<file path="src/rtl/pipe_hazard_ctrl_pkg.sv">
// Shared definitions for the pipeline hazard controller: FSM encoding,
// forwarding-select constants and the scoreboard entry layout.
package pipe_hazard_ctrl_pkg;

  typedef enum logic [2:0] {
    ST_RUN    = 3'd0,
    ST_LDUSE  = 3'd1,
    ST_FLUSH  = 3'd2,
    ST_MWAIT  = 3'd3,
    ST_HALTED = 3'd4
  } hz_state_e;

  localparam int              FWD_W     = 3;
  localparam logic [FWD_W-1:0] FWD_RF   = '0;
  localparam logic [15:0]     NOP_INSTR = 16'h0800;
  localparam int              CNT_W     = 16;

  // Per-slot flags; the destination select is stored beside it because its
  // width follows the REG_W parameter of the instantiating module.
  typedef struct packed {
    logic valid;
    logic is_load;
  } sb_flags_t;

  function automatic logic [CNT_W-1:0] sat_inc(input logic [CNT_W-1:0] v,
                                                input logic             en);
    return (en && (v != '1)) ? v + 1'b1 : v;
  endfunction

endpackage

</file>
<file path="src/rtl/pipe_scoreboard.sv">
// Destination scoreboard for in-flight instructions (slot 0 = EX) with the
// youngest-producer forwarding encoder and load-use detection.
module pipe_scoreboard
  import pipe_hazard_ctrl_pkg::*;
#(
  parameter int REG_W    = 3,
  parameter int SB_DEPTH = 3
) (
  input  logic             clk,
  input  logic             rst,
  input  logic             shift_en,
  input  logic             in_valid,
  input  logic [REG_W-1:0] in_sel,
  input  logic             in_load,
  input  logic             id_valid,
  input  logic [REG_W-1:0] id_rs,
  input  logic [REG_W-1:0] id_rt,
  input  logic             id_rs_use,
  input  logic             id_rt_use,
  output logic [FWD_W-1:0] fwd_a_nxt,
  output logic [FWD_W-1:0] fwd_b_nxt,
  output logic             load_use
);

  sb_flags_t        flags_q [SB_DEPTH];
  logic [REG_W-1:0] sel_q   [SB_DEPTH];

  // NOTE: every slot is cleared on reset, not just the valid bits; this is a
  // handful of flops rather than a RAM, so there is no cost to doing so and
  // the select fields never carry X into the comparators.
  always_ff @(posedge clk) begin
    if (rst) begin
      for (int i = 0; i < SB_DEPTH; i++) begin
        flags_q[i] <= '0;
        sel_q[i]   <= '0;
      end
    end else if (shift_en) begin
      flags_q[0] <= '{valid: in_valid, is_load: in_load};
      sel_q[0]   <= in_sel;
      for (int i = 1; i < SB_DEPTH; i++) begin
        flags_q[i] <= flags_q[i-1];
        sel_q[i]   <= sel_q[i-1];
      end
    end
  end

  // Walk from the oldest slot to the youngest so the youngest match is the
  // last write; a load still in EX can never be a forwarding source.
  always_comb begin
    fwd_a_nxt = FWD_RF;
    fwd_b_nxt = FWD_RF;
    for (int k = SB_DEPTH; k >= 1; k--) begin
      if (flags_q[k-1].valid && !(k == 1 && flags_q[0].is_load)) begin
        if (id_rs_use && (sel_q[k-1] == id_rs)) fwd_a_nxt = FWD_W'(k);
        if (id_rt_use && (sel_q[k-1] == id_rt)) fwd_b_nxt = FWD_W'(k);
      end
    end
  end

  assign load_use = id_valid && flags_q[0].valid && flags_q[0].is_load &&
                    ((id_rs_use && (sel_q[0] == id_rs)) ||
                     (id_rt_use && (sel_q[0] == id_rt)));

endmodule

</file>
<file path="src/rtl/pipe_hazard_ctrl.sv">
// Pipeline hazard controller: priority FSM for memory wait, redirect flush,
// load-use interlock, fetch stall and halt, plus registered forwarding selects.
module pipe_hazard_ctrl
  import pipe_hazard_ctrl_pkg::*;
#(
  parameter int REG_W       = 3,
  parameter int SB_DEPTH    = 3,
  parameter int FLUSH_SLOTS = 2,
  parameter int TIMEOUT     = 255
) (
  input  logic             clk,
  input  logic             rst,
  input  logic             id_valid,
  input  logic [REG_W-1:0] id_rs,
  input  logic [REG_W-1:0] id_rt,
  input  logic             id_rs_use,
  input  logic             id_rt_use,
  input  logic             id_wr_en,
  input  logic [REG_W-1:0] id_wr_sel,
  input  logic             id_is_load,
  input  logic             ex_redirect,
  input  logic             stall_f,
  input  logic             stall_m,
  input  logic             halt_m,
  output logic             pc_hold,
  output logic             ifid_hold,
  output logic             ifid_bubble,
  output logic             idex_hold,
  output logic             idex_bubble,
  output logic             exmem_hold,
  output logic             memwb_bubble,
  output logic [2:0]       fwd_a_sel,
  output logic [2:0]       fwd_b_sel,
  output logic [15:0]      stall_cnt,
  output logic             err
);

  hz_state_e        state_q, state_d;
  logic [7:0]       flush_q, flush_d;
  logic [CNT_W-1:0] wd_q, stall_cnt_q;
  logic             err_q, err_set;
  logic [FWD_W-1:0] fwd_a_q, fwd_b_q, fwd_a_nxt, fwd_b_nxt;
  logic             load_use, freeze, wd_active, wd_trip;

  assign freeze    = stall_m || (state_q == ST_HALTED);
  assign wd_active = stall_m && (state_q != ST_HALTED);
  assign wd_trip   = (TIMEOUT != 0) && wd_active &&
                     (({1'b0, wd_q} + 17'd1) >= 17'(TIMEOUT));

  pipe_scoreboard #(
    .REG_W    (REG_W),
    .SB_DEPTH (SB_DEPTH)
  ) u_sb (
    .clk       (clk),
    .rst       (rst),
    .shift_en  (!freeze),
    .in_valid  (id_valid && id_wr_en && !idex_bubble),
    .in_sel    (id_wr_sel),
    .in_load   (id_is_load),
    .id_valid  (id_valid),
    .id_rs     (id_rs),
    .id_rt     (id_rt),
    .id_rs_use (id_rs_use),
    .id_rt_use (id_rt_use),
    .fwd_a_nxt (fwd_a_nxt),
    .fwd_b_nxt (fwd_b_nxt),
    .load_use  (load_use)
  );

  // NOTE: every output and next-state variable gets a default before any
  // branch so no path through this block can leave one unassigned (latch).
  always_comb begin
    pc_hold      = 1'b0;
    ifid_hold    = 1'b0;
    ifid_bubble  = 1'b0;
    idex_hold    = 1'b0;
    idex_bubble  = 1'b0;
    exmem_hold   = 1'b0;
    memwb_bubble = 1'b0;
    state_d      = state_q;
    flush_d      = flush_q;
    err_set      = 1'b0;
    if (rst) begin
      ifid_bubble = 1'b1;
      idex_bubble = 1'b1;
      state_d     = ST_RUN;
    end else begin
      case (state_q)
        ST_HALTED: begin
          pc_hold      = 1'b1;
          ifid_hold    = 1'b1;
          idex_hold    = 1'b1;
          exmem_hold   = 1'b1;
          ifid_bubble  = 1'b1;
          memwb_bubble = 1'b1;
        end
        ST_RUN, ST_LDUSE, ST_FLUSH, ST_MWAIT: begin
          if (stall_m) begin
            pc_hold      = 1'b1;
            ifid_hold    = 1'b1;
            idex_hold    = 1'b1;
            exmem_hold   = 1'b1;
            memwb_bubble = 1'b1;
            state_d      = ST_MWAIT;
          end else if (ex_redirect) begin
            ifid_bubble = 1'b1;
            idex_bubble = 1'b1;
            flush_d     = 8'(FLUSH_SLOTS - 1);
            state_d     = (FLUSH_SLOTS > 1) ? ST_FLUSH : ST_RUN;
          end else begin
            // The ID slot holds a squashed instruction while flushing, so
            // the load-use interlock does not apply there.
            if (state_q == ST_FLUSH) begin
              ifid_bubble = 1'b1;
              pc_hold     = stall_f;
              flush_d     = flush_q - 8'd1;
              state_d     = (flush_q > 8'd1) ? ST_FLUSH : ST_RUN;
            end else if (load_use) begin
              pc_hold     = 1'b1;
              ifid_hold   = 1'b1;
              idex_bubble = 1'b1;
              state_d     = ST_LDUSE;
            end else if (stall_f) begin
              pc_hold     = 1'b1;
              ifid_bubble = 1'b1;
              state_d     = ST_RUN;
            end else begin
              state_d = ST_RUN;
            end
            if (halt_m && !pc_hold) state_d = ST_HALTED;
          end
        end
        default: begin
          err_set = 1'b1;
          state_d = ST_RUN;
        end
      endcase
    end
  end

  // NOTE: sequential state uses non-blocking assignments only, so every
  // register samples the values from before this edge.
  always_ff @(posedge clk) begin
    if (rst) begin
      state_q <= ST_RUN;
      flush_q <= '0;
    end else begin
      state_q <= state_d;
      flush_q <= flush_d;
    end
  end

  always_ff @(posedge clk) begin
    if (rst) begin
      wd_q        <= '0;
      stall_cnt_q <= '0;
      err_q       <= 1'b0;
      fwd_a_q     <= FWD_RF;
      fwd_b_q     <= FWD_RF;
    end else begin
      wd_q        <= wd_active ? sat_inc(wd_q, 1'b1) : '0;
      stall_cnt_q <= sat_inc(stall_cnt_q, pc_hold);
      err_q       <= err_q || err_set || wd_trip;
      // Forward selects travel with ID/EX: held when it holds, cleared with
      // a bubble.
      if (!freeze) begin
        fwd_a_q <= idex_bubble ? FWD_RF : fwd_a_nxt;
        fwd_b_q <= idex_bubble ? FWD_RF : fwd_b_nxt;
      end
    end
  end

  assign fwd_a_sel = fwd_a_q;
  assign fwd_b_sel = fwd_b_q;
  assign stall_cnt = stall_cnt_q;
  assign err       = err_q;

endmodule

</file>
<file path="config.mk">
export PLATFORM = sky130hd
export DESIGN_NAME = pipe_hazard_ctrl
export DESIGN_NICKNAME = d
export VERILOG_FILES = /design/src/rtl/pipe_hazard_ctrl_pkg.sv /design/src/rtl/pipe_scoreboard.sv /design/src/rtl/pipe_hazard_ctrl.sv
export SDC_FILE = /design/constraint.sdc
export NUM_CORES = 1
export LEC_CHECK = 0
export BUFFER_PORTS_ARGS = -buffer_cell sky130_fd_sc_hd__buf_4
export CORE_MARGIN = 8
export CORE_UTILIZATION = 45
export DETAILED_ROUTE_END_ITERATION = 7
export PLACE_DENSITY_LB_ADDON = 0.12
export SLEW_MARGIN = 10
export SYNTH_ARGS = -nofsm -noshare
export SYNTH_HDL_FRONTEND = slang
export SYNTH_SLANG_ARGS = --single-unit
</file>
<file path="constraint.sdc">
create_clock -name clk -period 3.6 [get_ports clk]
set_input_delay 0.18 -clock clk [delete_from_list [all_inputs] [get_ports clk]]
set_output_delay 0.18 -clock clk [all_outputs]
set_load 0.01 [all_outputs]
</file>
# [After elaboration in Yosys (flattened, before gate mapping)]
# Memory sizes are Yosys's and may differ from the RTL's.
# Index checks and enable logic that the tools add are counted.
[totals] register_bits=50 latchBits=0 ramBits=15 romBits=0 elab_cells=131 memories=2
[memory_table] name="u_sb.sel_q" depth=3 width=3 rd=3 rd_clocked_by_memory_dff=0 wr=3 line="pipe_scoreboard.sv:26" rtl="logic [REG_W-1:0] sel_q [SB_DEPTH];"
[memory_table] name="u_sb.flags_q" depth=3 width=2 rd=3 rd_clocked_by_memory_dff=0 wr=3 line="pipe_scoreboard.sv:25" rtl="sb_flags_t flags_q [SB_DEPTH];"
[op_classes] add_sub_neg=4 n_mul=0 div_mod_pow=0 magnitude_cmp=2 eq_ne=13 n_shift=0 muxes=66 bitwise_logic=8 n_reduce_logical=29
[op_table] op="3-bit two-way mux" n=18
[op_table] op="1-bit two-way mux" n=34
[op_table] op="16-bit by 1-bit adder with 16-bit output (second input constant)" n=2
[op_table] op="16-bit != test (second input constant)" n=2
[op_table] op="3-bit == test" n=6
[op_table] op="16-bit by 1-bit adder with 17-bit output (second input constant)" n=1
[op_table] op="17-bit by 8-bit >= comparator with 1-bit output (second input constant)" n=1
[op_table] op="1-bit logical AND" n=16
[op_table] op="8-bit two-way mux" n=2
[op_table] op="2-bit two-way mux" n=7
[op_table] op="8-bit by 1-bit > comparator with 1-bit output (second input constant)" n=1
[op_table] op="1-bit one-hot mux with 2 select lines" n=4
[op_table] op="8-bit by 1-bit subtractor with 8-bit output (second input constant)" n=1
[op_table] op="3-bit by 2-bit == test with 1-bit output (second input constant)" n=2
[op_table] op="1-bit OR" n=6
[op_table] op="3-bit one-hot mux with 2 select lines" n=1
[op_table] op="5-bit OR reduction" n=1
[op_table] op="1-bit logical OR" n=4
[op_table] op="4-bit OR reduction" n=1
[op_table] op="3-bit by 1-bit == test with 1-bit output (second input constant)" n=1
[op_table] op="3-bit == test (second input constant)" n=1
[op_table] op="1-bit logical NOT" n=3
[op_table] op="3-bit logical NOT" n=1
[op_table] op="3-bit != test (second input constant)" n=1
[op_table] op="4 further kinds" n=5

# [Longest topological paths before layout]
# Gate-level depths: netlist (run 1).
# An unclocked memory read counts as a cell.
[logic_depth] depth_word=17 ltp_mapped=8 mapped_depth_nobuf=7

# [Cells and area by module]
# A second synthesis (run 1) with hierarchy kept.
[hier_totals] cells_unflattened=392 hier_area_um2=3418.3
[by_module_without_submodules] module="pipe_hazard_ctrl" instances=1 cells_each=323 area_per_inst_um2=2640.0 seq_area_each_um2=1001.0
[by_module_without_submodules] module="pipe_scoreboard" instances=1 cells_each=69 area_per_inst_um2=778.2 seq_area_each_um2=390.4

# [Worst setup path after synthesis (run 1)]
# No wires, ideal clock.
[synth_path] kind="reg2reg" startpoint="register wd_q[0]" endpoint="register err_q (netlist: err)" arrival_ns=1.872 required_ns=3.475 path_slack_ns=1.603 path_stages_with_launch=8 n_path_buf=0 synth_period_minus_slack_ns=1.997 path_cell_list="dfxtp_1 -> ha_1 -> nand4_1 -> nor3_1 -> o311a_1 -> nor2_1 -> nor4b_1 -> a21oi_1"
[synth_via] elab_chain_cells=4
[synth_lines] element="start: declaration" line="pipe_hazard_ctrl.sv:40" rtl="logic [CNT_W-1:0] wd_q, stall_cnt_q;"
[synth_lines] element="start signal: assignment" line="pipe_hazard_ctrl.sv:161" rtl="wd_q <= wd_active ? sat_inc(wd_q, 1'b1) : '0;"
[synth_lines] element="16-bit by 1-bit adder with 17-bit output" line="pipe_hazard_ctrl.sv:48" rtl="(({1'b0, wd_q} + 17'd1) >= 17'(TIMEOUT));"
[synth_lines] element="17-bit by 8-bit >= comparator with 1-bit output" line="pipe_hazard_ctrl.sv:48"
[synth_lines] element="1-bit logical AND" line="pipe_hazard_ctrl.sv:47" rtl="assign wd_trip = (TIMEOUT != 0) && wd_active &&"
[synth_lines] element="1-bit logical OR" line="pipe_hazard_ctrl.sv:163" rtl="err_q <= err_q || err_set || wd_trip;"
[synth_lines] element="end signal: assignment" line="pipe_hazard_ctrl.sv:163"
[synth_lines] element="end: declaration" line="pipe_hazard_ctrl.sv:41" rtl="logic err_q, err_set;"
# No other way between the ends.
# A chain may end at the register's enable or synchronous reset.

# [Worst setup path in the final report (run 1)]
[layout_path] startpoint="register wd_q[0]" endpoint="register wd_q[0]"
[layout_via] elab_chain_cells=1 word_cells_on_any_way=2
[layout_lines] element="16-bit by 1-bit adder with 16-bit output or 16-bit != test (tied branches)" line="pipe_hazard_ctrl_pkg.sv:27" rtl="return (en && (v != '1)) ? v + 1'b1 : v;"
# Several ways; a longest one is shown, not always the timed one.

==> impl_metrics.ini, run 1 <==
[clock_network]
clk_path_buf_depth = 2
hold_buffers = 0
clk_pin_slew_ps = 70
cts-resized-gates = 0
clock_latency_ps = 340
cts_setup_buffers = 0
cts_buffers = 9
cts-root-buf = clkbuf_8
h-tree-depth = 3
numClockSinks = 61
cts_tree = done

[floorplan]
die_height_um = 100
start_util = 0.469
die_area_um2 = 10100
fp.dieW_um = 100
row_count = 30
fp.coreArea_um2 = 6830
ios = 50

[final_layout]
area_growth_pct = 17.2
final_nets = 433
fillers = 666
drive_gt1_frac = 0.155
fin_util = 0.550
stdcell_count = 509
n_antenna_cell = 0

[job]
cap_viol_max_count = 0

[sta]
skew_ps = 12.7
tightestPinTransition_ps = 1110
slew_viol_final = 0
slew_headroom = 0.252
fin_crit_sh = 0.735
min_period_ps = 2650
grt_setup_unrepaired = false
setup_viol = 0
whs_ps = 115
hold_viol = 0
fmax_mhz = 378
worst_slack_ps = 952
tns_ps = 0

[power]
vdd_ir_drop_max_v = 0.000231
power_density_nw_per_um2 = 369
leakagePower_nw = 1.41

[routing]
drc_errors = 0
wl_per_cell_um = 14.0
vias = 2743
ant_nets = 0
first_pass_iters = 4
via_per_inst = 5.39
drt_iter0_drc = 93
wl_um = 7140

[setup_path]
r2r_start = wd_q[0]
crit_chain = ha_1 -> nand4_1 -> nor3_1 -> nand4_1 -> xnor2_1 -> nor2_1
crit_fanout = 14
path_delay_family = simple AND/OR/NAND/NOR gates
arrival_ps = 2850
cpMostUsedCell = nand4_1
crit_type = register to register
slowest_stage = nand4_1
r2r_slack_ps = 950
r2r-end = wd_q[0]
cp_data_required_time_ps = 3810
cpPeakStageDelay_ps = 630
worstSetupStartpointType = register
end_kind = register
path_buf_inv = 0
rr_worst_depth = 6
startpoint = wd_q[0]

[synth]
synth_cell_type_count = 56
syn_area_um2 = 3210
synth-edff-count = 13
async_reset_ff_frac = 0
synth-main-ff-cell = dfxtp_1
seq_area_frac_synth = 0.422
synth_seq_cells = 61
ys_warn_count = 0
avgSynthCellArea_um2 = 8.83
postSynthCellCount = 363

[place]
io_buffers = 47
dpl.hpwl_um = 5380
gp_congestion = 0.849
pre_cts_slack_ps = 975
numPlacedInstances = 493

[grt]
grt_pass1_vias = 2662
grt_overflow = 0
antenna_found_initial = 0
grt_usage = 0.152
grt_pass1_wl_um = 12400
grt_max_degree = 24

[hold_path]
hp-class = primary input to register
min_from = id_wr_sel[0]
whs_path_depth = 2
whs_endpoint = u_sb.sel_q[0][0]

[run_status]
status = complete, no violations
==> worst max path at each step <==
stage	end	slack [ps]	cells past startpoint
after floorplan	err	1600	7
after global placement	wd_q[0]	1060	6
after detailed placement	wd_q[0]	970	6
after CTS	wd_q[0]	960	6
after global routing	wd_q[0]	610	6
final	wd_q[0]	950	6
==> metrics by stage <==
step                power, mW  area (um2)
floorplan               0.856        3210
global placement        0.906        3600
detailed placement      0.909        3600
CTS                      1.41        3760
global route             1.46        3760
finish                   1.39        3760
==> placed cells by master (no fill, tap or decap), types with 2 or more instances in the layout <==
cell	n
nand3_1	18
nor2_1	44
clkinv_2	2
dfxtp_1	48
nand2b_1	4
o211ai_1	2
or4_1	2
nand4_1	9
conb_1	2
clkbuf_1	4
clkbuf_8	9
ha_1	5
o311ai_0	2
o41ai_1	2
a21oi_1	22
a211oi_1	2
mux2i_1	6
o21ai_0	15
o21a_1	4
nor4_1	4
o31ai_1	2
edfxtp_1	13
nand2_1	22
o2111ai_1	2
xnor2_1	23
xor2_1	15
a32o_1	2
or3_1	6
nor2b_1	4
buf_4	47
and4_1	3
inv_1	10
nor3_1	12
and2_1	13
and3_1	8
a22o_1	2
a31oi_1	4
==> synth_stat cells, drive strengths merged, types with 3 or more instances <==
cell type	n	area share
or3	6	0.012
ha	5	0.020
mux2i	6	0.019
dfxtp	48	0.30
xor2	15	0.041
nor4	4	0.0078
edfxtp	13	0.12
inv	10	0.012
nor2b	5	0.011
a21oi	22	0.034
nand2b	4	0.0078
xnor2	23	0.063
nor3	12	0.019
nand3	18	0.028
a31oi	4	0.0078
o21ai	16	0.025
o21a	4	0.0094
and4	3	0.0082
clkbuf	5	0.0059
nand4	9	0.018
nor2	45	0.055
and2	13	0.025
buf	9	0.018
nand2	22	0.026
and3	8	0.016
==> layer usage <==
| metal | up-vias | share of wire | global-route usage |
|---|---|---|---|
| li1 | 1400 | - | - |
| met1 | 1267 | 0.47 | 0.182 |
| met2 | 62 | 0.45 | 0.242 |
| met3 | 14 | 0.056 | 0.0526 |
| met4 | 0 | 0.021 | 0.0651 |
| met5 | - | 0 | 0 |
==> sequential cells by signal, indices dropped and copies added, names as in the netlist <==
signal        flops
u_sb.sel_q        9
u_sb.flags_q      4
fwd_a_sel         2
wd_q             16
stall_cnt        16
flush_q           8
err               1
state_q           3
fwd_b_sel         2
==> power by group <==
part | internal, mW | switching, mW | leakage, nW
clock | 0.246 | 0.248 | 0.0788
combinational | 0.0683 | 0.0806 | 0.800
sequential | 0.722 | 0.0226 | 0.532
total | 1.04 | 0.352 | 1.41
==> kinds of logic (layout without fill, tap and decap cells) <==
group	Yosys count	in the layout	synth area share
and+or+nand+nor	155	155	0.247
AOI/OAI and AO/OA	73	73	0.152
DFF	61	61	0.422
xor gates and xnor gates	38	38	0.104
buffers and inverters	24	73	0.0359
muxes	6	6	0.0187
adders and majority gates	5	5	0.0195
other	1	2	0.00117
==> area by class of cell <==
type                       count  area, um2  share of cell area
tap                           96        120              0.0320
sequential                    61       1350               0.360
clock inverter                 3       13.8             0.00366
inverter                      10       37.5             0.00999
timing repair buffer          47        353              0.0939
clock buffer                  13        139              0.0370
multi-input combinational    279       1740               0.464
(Power assumes the default switching activity.)
==> run 2: changes to the inputs <==
clock period = 2.4 ns   (was 3.6 ns; I/O delays follow)
==> impl_metrics.ini, run 2 (synthesis results as in run 1) <==
[routing]
drt_iter0_drc = 116
vias = 2802
ant_nets = 0
drc_errors = 0
via_per_inst = 5.42
wl_um = 7360
first_pass_iters = 4
wl_per_cell_um = 14.2

[setup_path]
crit_type = register to output pin
r2r_start = stall_cnt[3]
rr_worst_depth = 6
r2r-end = stall_cnt[1]
cp_data_required_time_ps = 2280
r2r_slack_ps = 290
end_kind = output pin
arrival_ps = 2100
crit_fanout = 4
worstSetupStartpointType = register

[sta]
hold_viol = 0
fmax_mhz = 451
setup_viol = 0
slew_viol_final = 0
tns_ps = 0
skew_ps = 7.60
whs_ps = 67.4
fin_crit_sh = 0.923
min_period_ps = 2220
tightestPinTransition_ps = 623
slew_headroom = 0.583
grt_setup_unrepaired = false

[place]
numPlacedInstances = 501
gp_congestion = 0.824
io_buffers = 47
dpl.hpwl_um = 5530

[clock_network]
cts-root-buf = clkbuf_8
hold_buffers = 0
numClockSinks = 61
cts_buffers = 9
h-tree-depth = 3
clk_path_buf_depth = 2
cts_setup_buffers = 0
clk_pin_slew_ps = 70
cts_tree = done
clock_latency_ps = 330
cts-resized-gates = 0

[floorplan]
start_util = 0.469
fp.dieW_um = 100
fp.coreArea_um2 = 6830
die_height_um = 100
ios = 50
row_count = 30
die_area_um2 = 10100

[hold_path]
hp-class = primary input to register
whs_path_depth = 2
min_from = id_is_load
whs_endpoint = u_sb.flags_q[0][0]

[grt]
grt_pass1_vias = 2678
antenna_found_initial = 0
grt_usage = 0.155
grt_max_degree = 24
grt_pass1_wl_um = 12700
grt_overflow = 0

[final_layout]
drive_gt1_frac = 0.178
mostFrequentLayoutCells = buf_4 (55), dfxtp_1 (48), nor2_1 (44), xnor2_1 (23)
n_antenna_cell = 0
final_nets = 441
final_common_cell = buf_4
stdcell_count = 517
fillers = 655
area_growth_pct = 21.2

[power]
vdd_ir_drop_max_v = 0.000259
power_density_nw_per_um2 = 602
leakagePower_nw = 1.48
finalPower_mw = 2.34

[job]
cap_viol_max_count = 0

[run_status]
status = complete, no violations
run 2: how the worst max path moves through the flow:
stage                                start            endpoint  slack (ps)  depth (start not counted)
after floorplan                    wd_q[0]                 err         400                          7
after global placement    u_sb.sel_q[0][0]  u_sb.flags_q[0][1]         340                          6
after detailed placement  u_sb.sel_q[0][0]  u_sb.flags_q[0][1]         340                          6
after CTS                 u_sb.sel_q[0][0]           ifid_hold         150                          7
after global routing      u_sb.sel_q[0][0]         idex_bubble          20                          6
final                     u_sb.sel_q[0][2]           ifid_hold         180                          7
run 2: layout make-up:
class | instances | area [um2] | share of cell area
Inverter | 10 | 37.5 | 0.00966
Multi-Input combinational cell | 279 | 1750 | 0.450
Clock buffer | 10 | 138 | 0.0354
Clock inverter | 6 | 76.3 | 0.0197
Sequential cell | 61 | 1350 | 0.348
Timing Repair Buffer | 55 | 413 | 0.106
Tap cell | 96 | 120 | 0.0309
run 2: worst max-delay path, cell delays in order, from the launching register on:
cell      delay [ps]
edfxtp_1         430
xnor2_1          180
and4_1           300
o21a_1           190
o21ai_0          200
nor2_1           190
o21a_1           150
buf_4            120
run 2: where the power goes:
group | internal (mW) | leakage, nW | total, mW | switching [mW]
sequential | 1.08 | 0.532 | 1.12 | 0.0327
combinational | 0.104 | 0.840 | 0.230 | 0.125
clock | 0.601 | 0.109 | 0.992 | 0.391
total | 1.79 | 1.48 | 2.34 | 0.549
run 2: through the flow:
step / utilization / instance area [um2] / setup slack (ps)
after floorplan: - / 3210 / 403
final: 0.568 / 3880 / 184
after global placement: 0.536 / 3660 / 344
after CTS: 0.568 / 3880 / 152
after detailed placement: 0.536 / 3660 / 337
after global routing: 0.568 / 3880 / 24.4
run 2: per-layer routing:
metal / part of all wire / global-route usage
met2: 0.44 / 0.245
met5: 0 / 0
met1: 0.48 / 0.193
met3: 0.063 / 0.0422
met4: 0.014 / 0.0651
